==> src/rtl/bp_pkg.sv <==
// Shared branch-predictor types: default widths, sequential PC step and the in-flight entry layout.
// Latency: none (types and constants only).
// Backpressure: not applicable.
package bp_pkg;

  localparam int BP_ADDR_WIDTH = 8;
  localparam int BP_PC_WIDTH   = 32;
  localparam int PC_STEP       = 4;

  typedef struct packed {
    logic [BP_ADDR_WIDTH-1:0] idx;
    logic                     pred;
    logic [BP_PC_WIDTH-1:0]   pc;
  } bp_entry_t;

  localparam int BP_ENTRY_W = $bits(bp_entry_t);

endpackage

==> src/rtl/bp_inflight_fifo.sv <==
// In-order queue of predicted branches with push/pop/clear and an occupancy count.
// Latency: push visible at the head one cycle later; head read is combinational.
// Backpressure: push ignored when full unless dropped by the caller; pop ignored when empty.
module bp_inflight_fifo #(
  parameter int WIDTH = 41,
  parameter int DEPTH = 4,
  localparam int PW   = $clog2(DEPTH),
  localparam int CW   = PW + 1
) (
  input  logic             i_clk,
  input  logic             i_reset,
  input  logic             i_push,
  input  logic             i_pop,
  input  logic             i_clear,
  input  logic [WIDTH-1:0] i_push_dat,
  output logic [WIDTH-1:0] o_head_dat,
  output logic             o_full,
  output logic             o_empty,
  output logic [CW-1:0]    o_occupancy
);

  logic [WIDTH-1:0] r_mem [DEPTH];
  logic [PW-1:0]    r_wr_ptr;
  logic [PW-1:0]    r_rd_ptr;
  logic [CW-1:0]    r_count;
  logic             w_do_push;
  logic             w_do_pop;

  assign o_full      = (r_count == CW'(DEPTH));
  assign o_empty     = (r_count == '0);
  assign o_occupancy = r_count;
  assign o_head_dat  = r_mem[r_rd_ptr];
  assign w_do_push   = i_push && !o_full;
  assign w_do_pop    = i_pop && !o_empty;

  always_ff @(posedge i_clk) begin
    if (i_reset || i_clear) begin
      r_wr_ptr <= '0;
      r_rd_ptr <= '0;
      r_count  <= '0;
    end else begin
      if (w_do_push) r_wr_ptr <= r_wr_ptr + PW'(1);
      if (w_do_pop)  r_rd_ptr <= r_rd_ptr + PW'(1);
      r_count <= r_count + CW'(w_do_push) - CW'(w_do_pop);
    end
  end

  // Storage needs no reset: an entry is only read after it has been written.
  always_ff @(posedge i_clk) begin
    if (w_do_push && !i_clear && !i_reset) r_mem[r_wr_ptr] <= i_push_dat;
  end

endmodule

==> src/rtl/branch_outcome_tracker.sv <==
// Tracks predicted branches until EX resolves them; trains the predictor and redirects fetch on mispredict.
// Latency: update/flush/redirect registered one cycle after the resolve.
// Backpressure: o_push_ready = !full; a mispredict discards the whole queue and any same-cycle push.
module branch_outcome_tracker
  import bp_pkg::*;
#(
  parameter int ADDR_WIDTH = BP_ADDR_WIDTH,
  parameter int PC_WIDTH   = BP_PC_WIDTH,
  parameter int DEPTH      = 4,
  parameter int CNT_WIDTH  = 16,
  localparam int OCC_W     = $clog2(DEPTH) + 1
) (
  input  logic                  i_clk,
  input  logic                  i_reset,
  input  logic                  i_push_valid,
  output logic                  o_push_ready,
  input  logic [ADDR_WIDTH-1:0] i_push_idx,
  input  logic                  i_push_pred,
  input  logic [PC_WIDTH-1:0]   i_push_pc,
  input  logic                  i_resolve_valid,
  input  logic                  i_resolve_taken,
  input  logic [PC_WIDTH-1:0]   i_resolve_target,
  output logic                  o_update_valid,
  output logic [ADDR_WIDTH-1:0] o_update_idx,
  output logic                  o_actual_taken,
  output logic                  o_flush,
  output logic [PC_WIDTH-1:0]   o_redirect_pc,
  output logic [OCC_W-1:0]      o_occupancy,
  output logic [CNT_WIDTH-1:0]  o_branch_cnt,
  output logic [CNT_WIDTH-1:0]  o_mispred_cnt,
  output logic                  o_err_underflow
);

  typedef struct packed {
    logic [ADDR_WIDTH-1:0] idx;
    logic                  pred;
    logic [PC_WIDTH-1:0]   pc;
  } entry_t;

  localparam int ENT_W = $bits(entry_t);

  entry_t                w_push_ent;
  entry_t                w_head;
  logic                  w_full;
  logic                  w_empty;
  logic                  w_resolve;
  logic                  w_mispred;
  logic                  w_push;
  logic [PC_WIDTH-1:0]   w_redirect;

  logic                  r_update_valid;
  logic [ADDR_WIDTH-1:0] r_update_idx;
  logic                  r_actual_taken;
  logic                  r_flush;
  logic [PC_WIDTH-1:0]   r_redirect_pc;
  logic [CNT_WIDTH-1:0]  r_branch_cnt;
  logic [CNT_WIDTH-1:0]  r_mispred_cnt;
  logic                  r_err_underflow;

  assign w_push_ent = '{idx: i_push_idx, pred: i_push_pred, pc: i_push_pc};
  assign w_resolve  = i_resolve_valid && !w_empty;
  assign w_mispred  = w_resolve && (w_head.pred != i_resolve_taken);
  // Younger entries are wrong-path after a mispredict, so a same-cycle push is dropped too.
  assign w_push     = i_push_valid && !w_full && !w_mispred;
  assign w_redirect = i_resolve_taken ? i_resolve_target : (w_head.pc + PC_WIDTH'(PC_STEP));

  bp_inflight_fifo #(
    .WIDTH (ENT_W),
    .DEPTH (DEPTH)
  ) u_fifo (
    .i_clk       (i_clk),
    .i_reset     (i_reset),
    .i_push      (w_push),
    .i_pop       (w_resolve),
    .i_clear     (w_mispred),
    .i_push_dat  (w_push_ent),
    .o_head_dat  (w_head),
    .o_full      (w_full),
    .o_empty     (w_empty),
    .o_occupancy (o_occupancy)
  );

  always_ff @(posedge i_clk) begin
    if (i_reset) begin
      r_update_valid  <= 1'b0;
      r_update_idx    <= '0;
      r_actual_taken  <= 1'b0;
      r_flush         <= 1'b0;
      r_redirect_pc   <= '0;
      r_branch_cnt    <= '0;
      r_mispred_cnt   <= '0;
      r_err_underflow <= 1'b0;
    end else begin
      r_update_valid <= w_resolve;
      r_flush        <= w_mispred;
      if (w_resolve) begin
        r_update_idx   <= w_head.idx;
        r_actual_taken <= i_resolve_taken;
        if (!(&r_branch_cnt)) r_branch_cnt <= r_branch_cnt + CNT_WIDTH'(1);
      end
      if (w_mispred) begin
        r_redirect_pc <= w_redirect;
        if (!(&r_mispred_cnt)) r_mispred_cnt <= r_mispred_cnt + CNT_WIDTH'(1);
      end
      if (i_resolve_valid && w_empty) r_err_underflow <= 1'b1;
    end
  end

  assign o_push_ready    = !w_full;
  assign o_update_valid  = r_update_valid;
  assign o_update_idx    = r_update_idx;
  assign o_actual_taken  = r_actual_taken;
  assign o_flush         = r_flush;
  assign o_redirect_pc   = r_redirect_pc;
  assign o_branch_cnt    = r_branch_cnt;
  assign o_mispred_cnt   = r_mispred_cnt;
  assign o_err_underflow = r_err_underflow;

endmodule
==> config.mk <==
export PLATFORM = sky130hd
export DESIGN_NAME = branch_outcome_tracker
export DESIGN_NICKNAME = d
export VERILOG_FILES = /design/src/rtl/bp_pkg.sv /design/src/rtl/bp_inflight_fifo.sv /design/src/rtl/branch_outcome_tracker.sv
export SDC_FILE = /design/constraint.sdc
export NUM_CORES = 1
export LEC_CHECK = 0
export ABC_CLOCK_PERIOD_IN_PS = 10650
export CORE_ASPECT_RATIO = 1.1
export CORE_MARGIN = 1
export CORE_UTILIZATION = 30
export CTS_BUF_LIST = sky130_fd_sc_hd__clkbuf_8
export DETAILED_ROUTE_END_ITERATION = 12
export GPL_TIMING_DRIVEN = 0
export SLEW_MARGIN = 20
export SYNTH_ARGS = -nofsm -noshare
export SYNTH_HDL_FRONTEND = slang
export SYNTH_SLANG_ARGS = --single-unit
export TNS_END_PERCENT = 30
==> constraint.sdc <==
create_clock -name i_clk -period 10.65 [get_ports i_clk]
set_clock_uncertainty 0.2 [all_clocks]
set_input_delay 2.13 -clock i_clk [delete_from_list [all_inputs] [get_ports i_clk]]
set_output_delay 2.13 -clock i_clk [all_outputs]
set_load 0.05 [all_outputs]
==> parameters.txt <==
Parameter                              Value

CTS
  Number of buffers inserted during clock tree synthesis ... 43
  CTS tree ... built
  Number of buffers inserted for hold repair after clock tree synthesis ... 0
  Sinks on Clock Net ... about 250
  Maximum root-to-sink buffer count ... 3
  Number of buffers inserted by post-CTS setup repair ... 0
  Total of cells resized after clock tree synthesis ... 0
  H-tree Lvls ... 2
  Clock transition at the registers of the reported paths ... about 0.060 ns
  Clk Latency, worst-skew pair ... between 0.5 and 0.6 ns
  Buffer type at the clock tree root ... clkbuf_8

Power
  Sw Pwr ... ~940 uW
  Ratio of total power to cell area ... 222.7 nW/um^2
  Worst vdd ir ... between 100 and 150 uV
  Internal power ... 2015 uW
  Share of power burned in combinational logic ... between 20% and 30%
  Share of power burned in registers ... 39.6%
  Leak pwr ... between 0.004 and 0.005 uW
  Share of total power in the clock network ... around a third
  Switching Fraction ... 31.75%

GRT
  Total gr overflow ... 0
  Maximum number of pins on one net before global-route repair ... 42
  All-Layer GR Usage ... around 15%
  Number of global-route vias before repair ... approximately 6600
  Wire length of the first global-routing pass ... ~39 mm
  Initial antenna violation count ... 1

Place
  Total of buffers placed on input and output ports ... 156
  Post-DP HPWL ... 17.75 mm
  GP Congestion ... between 0.8 and 0.9

Worst setup path
  Crit path required time ... about 11 ns
  Critical Path Start ... i_resolve_valid
  Critical path class ... primary input to register
  Data arrival, critical path ... 4.82 ns
  Max Fanout on Critical Path ... between 40 and 50
  Startpoint kind of the worst setup timing path ... primary input
  Critical Path Sink Type ... register
  Reg-to-reg startpoint ... u_fifo.o_occupancy[1]

Timing
  Final Setup Violations ... 0
  Worst slew pin tran ... 0.8331 ns
  Peak clock frequency supported by timing ... just over 0.2 GHz
  Hold Fails Final Rpt ... 0
  Tcrit/Tclk final ... 45.42%
  Hold_ws ... between 0.2 and 0.3 ns
  Final period demand of the worst path ... 4.838 ns
  Total count of max-transition violations in the final report ... 0
  Final sum of negative setup slack ... 0 ns
  Max-slew headroom ... 44.05%
  RSZ-0062 raised after global routing ... no

Yosys
  Cell with the most instances after synthesis ... edfxtp_1
  Number of different library cells in the post-synthesis netlist ... 54
  Commonest cells in the synthesized netlist ... edfxtp_1, dfxtp_1, nand2_1
  Yosys warns ... 0
  Sequential element share of the synthesized area ... between 60% and 70%
  Post-synth EDFFs ... 164
  Leading area contributor after synthesis ... edfxtp_1
  Fraction of synthesized cell area taken by the top area cell type ... between 40% and 50%
  Post-synthesis average cell area ... around 14 sq um
  Top flip-flop cell by instance count after synthesis ... edfxtp_1
  Mapped Cells ... around 710
  Number of synthesized register bits ... approximately 250
  Top cells by area, synth ... edfxtp_1, dfxtp_1, mux4_2, xor2_1, mux4_1
  Total standard cell area after synthesis ... a little over 10000 sq um
  Syn_nets ... roughly 800
  Post-synth ARST share ... 0%

Finish
  Number of nets in the final layout ... roughly 1000
  Area taken by flip-flops and latches ... about 6600 sq um
  Share of the core filled with cells in the final layout ... between 30% and 40%
  Area growth syn-to-layout ... 30.67%
  Fillers ... ~3100
  Area occupied by multi-input gates ... between 3000 and 4000 sq um
  Fraction of layout instances using a drive strength above 1 ... between 10% and 20%

Outcome
  Run status ... finished, final reports clean

Route
  Vias per std cell ... between 4 and 5
  Count of antenna-violating nets left after detailed routing ... 0
  Total number of vias ... between 6000 and 7000
  Detailed-route DRC error count ... 0
  Violation count after the first detailed-route iteration ... approximately 380
  Pre-antenna DRT Iters ... 4
  WL final ... around 26 mm
  Wire length per cell after detailed routing ... about 19 um

Job
  Max-Cap Viols ... 0

Hold path
  Class of the tightest hold or removal check ... register to register
  HP Start ... o_redirect_pc[8]

Floorplan
  Std-Cell Rows ... 70
  Vertical die dimension ... 194.9 um
  Core footprint ... about 33000 sq um
  Die footprint ... around 35000 sq um
  Starting utilization of the core area ... 30.48%
  Horizontal die dimension ... roughly 180 um
  Ports placed on the boundary ... ~160
-- state kept, by name, summed over array words and instances (netlist names), named ones only --
register	cells
u_fifo.r_mem	164
o_redirect_pc	32
o_branch_cnt	16
o_mispred_cnt	16
o_update_idx	8
u_fifo.o_occupancy	3
u_fifo.r_rd_ptr	2
u_fifo.r_wr_ptr	2
o_actual_taken	1
o_err_underflow	1
o_flush	1
o_update_valid	1
-- worst paths after layout --
check                        end  slack [ns]  cells past startpoint
max          u_fifo.r_mem[1][23]        5.81                      9
max reg2reg  u_fifo.r_mem[1][23]        6.97                      9
min reg2reg     o_redirect_pc[8]        0.26                      2
min             o_redirect_pc[8]        0.26                      2
-- critical path: stages --
cell and delay, ns:
clkdlybuf4s50_1 0.43, nand2b_1 0.09, clkbuf_1 0.42, inv_2 0.19, nand2b_1 0.32, nand2b_1 0.09
clkbuf_1 0.20, nor2_1 0.25, and2_4 0.66
-- per-stage QoR --
stage	power, uW	setup WS [ns]	cells	area, sq um
after detailed placement	2000	5.202	1302	12270
after global placement	1993	4.036	1302	12250
after global routing	3091	5.540	1383	13260
final	2952	5.812	1384	13260
after CTS	2992	5.793	1382	13250
after floorplan	1732	5.875	714	10150
-- kinds of logic after synthesis --
group,after synthesis,share of synthesized area [%]
buffers and inverters,43,2.047
adders and majority gates,10,1.307
AOI/OAI and AO/OA,87,5.167
DFF,249,65.31
muxes,47,10.10
xor gates and xnor gates,61,5.266
and+or+nand+nor,217,10.80
-- routing by layer --
metal  wire (um)  up-vias  global-route usage [%]  part of all wire [%]
li1            -     3105                       -                     -
met1       10820     3182                   18.71                    42
met2       12980      189                   25.71                    50
met3        1383       55                   3.189                   5.3
met4         679        0                   5.318                   2.6
met5           0        -                       0                     0
-- power groups by stage --
stage	clock (uW)	combinational [uW]	sequential [uW]
after floorplan	0	403	1330
after global placement	0	804	1190
after detailed placement	0	811	1190
after CTS	1010	815	1170
after global routing	1050	865	1180
final	981	802	1170
-- layout make-up --
type,instances,area share [%]
well taps,432,4.077
plain buffers,33,1.284
clock inverters,31,2.350
multi-input cells,422,25.12
flip-flops and latches,249,49.98
clock buffers,49,5.087
repair buffers,156,11.78
diodes,2,0.03775
inverters,10,0.2831
-- cells in the final DEF (no fill, tap or decap), drive strengths merged, types with 2 or more instances in the layout --
cell           netlist  layout
a211oi               2       2
a21oi               18      18
a22oi               19      19
a311oi               2       2
a31oi                2       2
a32oi                2       2
and2                12      12
and3                12      12
and4                 4       4
and4bb               2       2
buf                 13      13
bufinv               0       6
clkbuf              20      69
clkdlybuf4s50        0     156
clkinv               1      20
dfxtp               85      85
diode                0       2
edfxtp             164     164
ha                   9       9
inv                  9      14
mux2i                6       6
mux4                41      41
nand2               65      65
nand2b               6       6
nand3               25      25
nand4               17      17
nor2                57      57
nor3                 8       8
nor4                 3       3
o211ai               3       3
o21ai               35      35
xnor2               23      23
xor2                38      38
Power figures use the tool's default switching activity.
